`config.mk`:
```
export PLATFORM = sky130hd
export DESIGN_NAME = c_splitter_n_flat
export DESIGN_NICKNAME = d
export VERILOG_FILES = /design/src/rtl/c_splitter_n_pkg.sv /design/src/rtl/c_splitter_n_if.sv /design/src/rtl/c_splitter_n_delay_cnt.sv /design/src/rtl/c_splitter_n.sv /design/src/flat_wrapper.sv
export SDC_FILE = /design/constraint.sdc
export NUM_CORES = 1
export LEC_CHECK = 0
export CORE_ASPECT_RATIO = 1.5
export CORE_MARGIN = 2
export CORE_UTILIZATION = 30
export CTS_CLUSTER_DIAMETER = 30
export DETAILED_ROUTE_END_ITERATION = 8
export DONT_BUFFER_PORTS = 1
export GPL_TIMING_DRIVEN = 0
export PLACE_DENSITY = 0.52
export SYNTH_ARGS = -nofsm -noshare
export SYNTH_HDL_FRONTEND = slang
export SYNTH_HIERARCHICAL = 1
export SYNTH_SLANG_ARGS = --single-unit
```
`constraint.sdc`:
```
create_clock -name clk -period 1.6 [get_ports clk]
set_clock_uncertainty 0.15 [all_clocks]
set_input_delay 0.08 -clock clk [delete_from_list [all_inputs] [get_ports clk]]
set_output_delay 0.08 -clock clk [all_outputs]
set_load 0.01 [all_outputs]
```
`src/rtl/c_splitter_n_pkg.sv`:
```
// c_splitter_pkg: the constants and types shared by the c_splitter_n files.
//   state_t         - FSM state encoding (IDLE, ISSUE, WAIT, HOLD, DONE)
//   MODE_COPY       - every lane carries the whole input word
//   MODE_SLICE      - lane k carries slice k of the input word, zero-extended
//   hold_load_value - value loaded into the HOLD countdown for a given delay
package c_splitter_pkg;

    localparam int MODE_COPY  = 0;
    localparam int MODE_SLICE = 1;

    typedef enum logic [2:0] {
        ST_IDLE  = 3'd0,
        ST_ISSUE = 3'd1,
        ST_WAIT  = 3'd2,
        ST_HOLD  = 3'd3,
        ST_DONE  = 3'd4
    } state_t;

    // The countdown reports done at zero, so a HOLD of D cycles loads D-1.
    function automatic logic [3:0] hold_load_value(input int free_delay);
        if (free_delay > 0) begin
            return 4'(free_delay - 1);
        end else begin
            return 4'd0;
        end
    endfunction

endpackage

```
`src/rtl/c_splitter_n_if.sv`:
```
// c_splitter_n_if: upstream request/data/free handshake plus the N downstream
// branches, bundled for c_splitter_n.
//   i_drive      - one-cycle request pulse from upstream
//   i_data       - DW-bit payload, sampled with i_drive
//   i_mask       - N-bit branch select, sampled with i_drive
//   i_free_next  - N per-branch completion pulses
//   o_drive_next - N per-branch request pulses
//   o_data_next  - N lanes of DW bits, lane k at [k*DW +: DW]
//   o_free       - one-cycle completion pulse to upstream
//   o_busy       - transaction in flight
//   o_err        - sticky protocol-error flag
// modport slave is the splitter side, modport master the upstream/branch side.
interface c_splitter_n_if #(
    parameter int N  = 2,
    parameter int DW = 32
);
    logic              i_drive;
    logic [DW-1:0]     i_data;
    logic [N-1:0]      i_mask;
    logic [N-1:0]      i_free_next;
    logic [N-1:0]      o_drive_next;
    logic [N*DW-1:0]   o_data_next;
    logic              o_free;
    logic              o_busy;
    logic              o_err;

    modport slave (
        input  i_drive, i_data, i_mask, i_free_next,
        output o_drive_next, o_data_next, o_free, o_busy, o_err
    );

    modport master (
        output i_drive, i_data, i_mask, i_free_next,
        input  o_drive_next, o_data_next, o_free, o_busy, o_err
    );
endinterface

```
`src/rtl/c_splitter_n_delay_cnt.sv`:
```
// c_delay_cnt: 4-bit down-counter that times the HOLD state.
//   clk     - clock, rising edge
//   rst     - asynchronous active-high reset, clears the count
//   i_load  - load i_value (has priority over i_run)
//   i_value - value to load
//   i_run   - count down by one while nonzero
//   o_done  - count is zero
module c_delay_cnt (
    input  logic       clk,
    input  logic       rst,
    input  logic       i_load,
    input  logic [3:0] i_value,
    input  logic       i_run,
    output logic       o_done
);

    logic [3:0] r_cnt;

    // Countdown register: load, decrement toward zero, or hold.
    always_ff @(posedge clk or posedge rst) begin
        if (rst) begin
            r_cnt <= 4'd0;
        end else if (i_load) begin
            r_cnt <= i_value;
        end else if (i_run && (r_cnt != 4'd0)) begin
            r_cnt <= r_cnt - 4'd1;
        end else begin
            r_cnt <= r_cnt;
        end
    end

    assign o_done = (r_cnt == 4'd0);

endmodule

```
`src/rtl/c_splitter_n.sv`:
```
// c_splitter_n: fans one upstream request out to a masked set of N branches,
// waits for every selected branch to report free, waits FREE_DELAY more
// cycles, then returns a single o_free pulse upstream.
//   clk - clock, rising edge
//   rst - asynchronous active-high reset; abandons any transaction
//   bus - c_splitter_n_if slave modport (request, data, mask, frees, status)
// Parameters: N branches (2..8), DW data width, MODE copy/slice,
// FREE_DELAY extra cycles before o_free (0..15).
module c_splitter_n
    import c_splitter_pkg::*;
#(
    parameter int N          = 2,
    parameter int DW         = 32,
    parameter int MODE       = 0,
    parameter int FREE_DELAY = 2
) (
    input  logic            clk,
    input  logic            rst,
    c_splitter_n_if.slave   bus
);

    localparam int         LW        = DW / N;
    localparam logic [3:0] HOLD_LOAD = hold_load_value(FREE_DELAY);

    state_t          r_state;
    logic [DW-1:0]   r_data_q;
    logic [N-1:0]    r_mask_q;
    logic [N-1:0]    r_pending;
    logic [N-1:0]    r_drive_next;
    logic            r_free;
    logic            r_busy;
    logic            r_err;

    logic            w_ready;
    logic            w_collect;
    logic            w_accept;
    logic [N-1:0]    w_allowed;
    logic [N-1:0]    w_pending_nxt;
    logic            w_drive_err;
    logic            w_free_err;
    logic            w_wait_exit;
    logic            w_hold_load;
    logic            w_hold_run;
    logic            w_hold_done;
    logic [N*DW-1:0] w_lanes;

    // A new request is only taken in IDLE or DONE; frees only count in ISSUE or WAIT.
    assign w_ready       = (r_state == ST_IDLE) || (r_state == ST_DONE);
    assign w_collect     = (r_state == ST_ISSUE) || (r_state == ST_WAIT);
    assign w_accept      = w_ready && bus.i_drive;
    assign w_allowed     = w_collect ? r_pending : '0;
    assign w_pending_nxt = r_pending & ~(bus.i_free_next & w_allowed);
    assign w_drive_err   = bus.i_drive && !w_ready;
    assign w_free_err    = |(bus.i_free_next & ~w_allowed);

    // ISSUE never exits directly, so an empty pending set is seen in WAIT.
    assign w_wait_exit   = (r_state == ST_WAIT) && (w_pending_nxt == '0);
    assign w_hold_load   = w_wait_exit && (FREE_DELAY > 0);
    assign w_hold_run    = (r_state == ST_HOLD);

    c_delay_cnt u_hold_cnt (
        .clk     (clk),
        .rst     (rst),
        .i_load  (w_hold_load),
        .i_value (HOLD_LOAD),
        .i_run   (w_hold_run),
        .o_done  (w_hold_done)
    );

    // Branch pending set: loaded on accept, cleared bit by bit by accepted frees.
    always_ff @(posedge clk or posedge rst) begin
        if (rst) begin
            r_pending <= '0;
        end else if (w_accept) begin
            r_pending <= bus.i_mask;
        end else begin
            r_pending <= w_pending_nxt;
        end
    end

    // Sticky protocol error: drive while busy, or a free nobody was waiting for.
    always_ff @(posedge clk or posedge rst) begin
        if (rst) begin
            r_err <= 1'b0;
        end else if (w_drive_err || w_free_err) begin
            r_err <= 1'b1;
        end else begin
            r_err <= r_err;
        end
    end

    // Transaction FSM with its registered outputs and captured request.
    always_ff @(posedge clk or posedge rst) begin
        if (rst) begin
            r_state      <= ST_IDLE;
            r_data_q     <= '0;
            r_mask_q     <= '0;
            r_drive_next <= '0;
            r_free       <= 1'b0;
            r_busy       <= 1'b0;
        end else begin
            case (r_state)
                ST_IDLE, ST_DONE: begin
                    r_free <= 1'b0;
                    if (bus.i_drive) begin
                        r_state      <= ST_ISSUE;
                        r_data_q     <= bus.i_data;
                        r_mask_q     <= bus.i_mask;
                        r_drive_next <= bus.i_mask;
                        r_busy       <= 1'b1;
                    end else begin
                        r_state      <= ST_IDLE;
                        r_drive_next <= '0;
                        r_busy       <= 1'b0;
                    end
                end
                ST_ISSUE: begin
                    r_state      <= ST_WAIT;
                    r_drive_next <= '0;
                    r_busy       <= 1'b1;
                    r_free       <= 1'b0;
                end
                ST_WAIT: begin
                    r_drive_next <= '0;
                    if (w_pending_nxt == '0) begin
                        if (FREE_DELAY > 0) begin
                            r_state <= ST_HOLD;
                            r_busy  <= 1'b1;
                            r_free  <= 1'b0;
                        end else begin
                            r_state <= ST_DONE;
                            r_busy  <= 1'b0;
                            r_free  <= 1'b1;
                        end
                    end else begin
                        r_state <= ST_WAIT;
                        r_busy  <= 1'b1;
                        r_free  <= 1'b0;
                    end
                end
                ST_HOLD: begin
                    r_drive_next <= '0;
                    if (w_hold_done) begin
                        r_state <= ST_DONE;
                        r_busy  <= 1'b0;
                        r_free  <= 1'b1;
                    end else begin
                        r_state <= ST_HOLD;
                        r_busy  <= 1'b1;
                        r_free  <= 1'b0;
                    end
                end
                default: begin
                    r_state      <= ST_IDLE;
                    r_drive_next <= '0;
                    r_busy       <= 1'b0;
                    r_free       <= 1'b0;
                end
            endcase
        end
    end

    // Lane formation from the captured word; r_data_q only changes on accept.
    always_comb begin
        w_lanes = '0;
        for (int k = 0; k < N; k++) begin
            if (MODE == MODE_COPY) begin
                w_lanes[k*DW +: DW] = r_data_q;
            end else begin
                w_lanes[k*DW +: DW] = DW'(r_data_q[k*LW +: LW]);
            end
        end
    end

    assign bus.o_drive_next = r_drive_next;
    assign bus.o_data_next  = w_lanes;
    assign bus.o_free       = r_free;
    assign bus.o_busy       = r_busy;
    assign bus.o_err        = r_err;

endmodule

```
`src/flat_wrapper.sv`:
```
// flat-port wrapper written by rule: the top's interface ports become plain ports
module c_splitter_n_flat import c_splitter_pkg::*;
#(
    parameter int N          = 2,
    parameter int DW         = 32,
    parameter int MODE       = 0,
    parameter int FREE_DELAY = 2
)
  (clk, rst, bus_i_drive, bus_i_data, bus_i_mask, bus_i_free_next, bus_o_drive_next, bus_o_data_next, bus_o_free, bus_o_busy, bus_o_err);
  c_splitter_n_if #(.N(N), .DW(DW)) bus_i ();
  input  logic clk;
  input  logic rst;
  input wire logic [$bits(bus_i.i_drive)-1:0] bus_i_drive;
  input wire logic [$bits(bus_i.i_data)-1:0] bus_i_data;
  input wire logic [$bits(bus_i.i_mask)-1:0] bus_i_mask;
  input wire logic [$bits(bus_i.i_free_next)-1:0] bus_i_free_next;
  output wire logic [$bits(bus_i.o_drive_next)-1:0] bus_o_drive_next;
  output wire logic [$bits(bus_i.o_data_next)-1:0] bus_o_data_next;
  output wire logic [$bits(bus_i.o_free)-1:0] bus_o_free;
  output wire logic [$bits(bus_i.o_busy)-1:0] bus_o_busy;
  output wire logic [$bits(bus_i.o_err)-1:0] bus_o_err;
  assign bus_i.i_drive = bus_i_drive;
  assign bus_i.i_data = bus_i_data;
  assign bus_i.i_mask = bus_i_mask;
  assign bus_i.i_free_next = bus_i_free_next;
  assign bus_o_drive_next = bus_i.o_drive_next;
  assign bus_o_data_next = bus_i.o_data_next;
  assign bus_o_free = bus_i.o_free;
  assign bus_o_busy = bus_i.o_busy;
  assign bus_o_err = bus_i.o_err;
  c_splitter_n #(.N(N), .DW(DW), .MODE(MODE), .FREE_DELAY(FREE_DELAY)) u_core (.clk(clk), .rst(rst), .bus(bus_i));
endmodule
```
==> impl_metrics.toml <==
[routing]
vias_per_cell = 4.42
route.met2.wl_um = 2660
firstDrtPassIters = 4
wl_met3_um = 292
ant_nets = 0
drc = 0
wirelength_um = 5120
via_count = 1519
wl_met1_um = 2070
drt_iter0_drc = 39
detail_route.wl_per_cell_um = 14.9
highest_layer = "met4"

[min_path]
hold_path_class = "input port to flop"
hold_depth = 2

[grt]
grt_overflow = 0
grt_pass1_wl_um = 8070
antenna_found_initial = 0
grt_usage_pct = 12.4
grt_max_degree = 27
first_global_vias = 1675

[floorplan]
std_cell_rows = 39
die_y_um = 111
die_area_mm2 = 0.00838
initial_core_util_pct = 30.5
core_mm2 = 0.00751
die_w_um = 75.4
io_pins = 108

[cts]
cts_tree = "yes"
clk_pin_slew_ps = 60
clock_path_buffers = 2
cts_num_sinks = 45
cts_max_level = 2
worstSkewPairLatency_ps = 280
cts_made_buffers = 5
cts_root_buffer = "clkbuf_16"

[timing]
max_freq_mhz = 594
period_share_pct = 105
finalHoldViolCount = 0
finalSetupViolCount = 24
fin_crit_ps = 1680
final.hold.worst_slack_ps = 9.56
rsz0062_at_grt = "true"
tns_ps = -1620
layout_setup_ws_ps = -82.6
slew_violations = 0

[setup_path]
arrival_ps = 1700
crit_cells = 4
crit_buf_inv = 2
max_stage_delay_ps = 430
end_kind = "flop"
crit_chain = "or3b_4 > buf_6 > buf_12 > mux2_4"
crit_fanout = 5
worst_r2r_path_depth = 4
critPathTopFamily = "simple AND/OR/NAND/NOR gates"
start_kind = "flop"
path_class = "flop to flop"
cp_slowest_cell = "or3b_4"
required_ps = 1610

[yosys]
synthCells = 175
synth-xor-area-share_pct = 0.382
ys_ff_latch = 45
synth-seq-area-share_pct = 49.1
synth-compound-area-share_pct = 4.96
synthSimpleGateAreaFrac_pct = 8.18
synth_warnings = 6
synth_fa_ha_area_share_pct = 0.545
synth_top_family_by_area = "multiplexers"
ys_types = 36
ys.flop_type = "dfrtp_1"
synth_edf_count = 0
async_flop_share_pct = 100
synth_mux_area_share_pct = 20.4
netlist_area_mm2 = 0.00229
synth.avg_cell_area_um2 = 13.1

[pwr]
p_leak_uw = 0.00163
worst_ir_drop_vdd_mv = 0.885
p_per_area_mw_per_mm2 = 1920

[placed_design]
placed_cell_area_mm2 = 0.00247
place.gp.congestion = 0.747
io_buffers = 0
dp_hpwl_um = 3280

[layout]
layout_commonest_cell = "buf_4"
diodes = 0
mostFrequentLayoutCells = "buf_4 (48), dfrtp_1 (43), dlygate4sd3_1 (38)"
syn_to_final_growth_pct = 42.4
nets = 281
final_area_mm2 = 0.00327
drive_gt1_share_pct = 48.8
fin_util_pct = 43.5

[status]
status = "finished, violations left"
violations = "setup timing"

[job]
drv_cap = 0
## cells by family (layout without fill, tap and decap cells)
group | count (synthesis) | count (layout)
flops | 45 | 45
compound gates | 16 | 16
other cells | 2 | 4
simple gates | 29 | 29
xor+xnor | 1 | 1
mux | 32 | 32
buf+inv | 49 | 114
fa+ha+maj | 1 | 1
## final timing paths
kind	startpoint	endpoint	slack (ps)
min in group asynchronous	rst	u_core/u_hold_cnt/r_cnt[3]	20
hold / removal	bus_i_free_next[0]	u_core/bus.o_err	10
hold reg to reg	u_core/r_pending[1]	u_core/r_pending[1]	430
setup reg to reg	u_core/r_state[0]	u_core/r_data_q[25]	-80
max in group asynchronous	rst	u_core/r_data_q[19]	710
setup / recovery	u_core/r_state[0]	u_core/r_data_q[25]	-80
## cell usage after synthesis (2+ instances only)
cell / count / area share (%)
dfrtp_1: 45 / 49
buf_4: 32 / 10
mux2_4: 29 / 19
inv_1: 9 / 1.5
nand2b_1: 5 / 1.4
a21oi_1: 4 / 0.87
nand2_1: 4 / 0.65
nor2_1: 4 / 0.65
buf_12: 3 / 2.6
mux2_2: 3 / 1.5
nor3_1: 3 / 0.65
o311ai_0: 3 / 1.1
and3_1: 2 / 0.55
buf_6: 2 / 0.98
clkbuf_1: 2 / 0.33
conb_1: 2 / 0.33
nor3b_1: 2 / 0.65
o21ai_1: 2 / 0.44
or3b_4: 2 / 0.98
## what timing repair did
action                     CTS  global route
setup endpoints to repair   35            38
gates cloned                 2             0
hold endpoints to repair    83             0
hold buffers                38             0
pin swaps                    5             1
resized for setup           20             5
setup buffers               15             5
## final cells by class
| type | count | area [µm²] |
|---|---|---|
| clock inverter | 1 | 30.0 |
| fill | 707 | 4250 |
| buffer | 36 | 309 |
| inverter | 9 | 33.8 |
| sequential | 45 | 1130 |
| timing repair buffer | 61 | 626 |
| multi-input combinational | 83 | 871 |
| tap | 102 | 128 |
| clock buffer | 7 | 143 |
## registers in the layout (all words and copies together) (netlist names)
signal	cells
u_core/u_hold_cnt/r_cnt	4
u_core/r_pending	2
u_core/bus.o_busy	1
u_core/bus.o_free	1
u_core/bus.o_err	1
u_core/bus.o_drive_next	2
u_core/r_data_q	32
u_core/r_state	2
## where the power goes
group	internal, µW	switching, µW	total (µW)
Clock	781	426	1210
Combinational	1740	1020	2760
Sequential	1650	666	2310
## routing by layer
metal  GRT usage, %  vias up
li1               -      692
met2           21.5       62
met4           4.44        0
met1           14.6      757
met5              0        -
met3           2.45        8
## metrics by stage
step / cells / power (µW) / setup WS [ps]
after floorplan: 177 / 4210 / -105
after global placement: 279 / 4500 / -275
after detailed placement: 280 / 4550 / -313
after CTS: 339 / 6170 / -104
after global routing: 344 / 6710 / -126
final: 344 / 6280 / -82.6
Note: power is estimated with default switching activity, not from simulation.
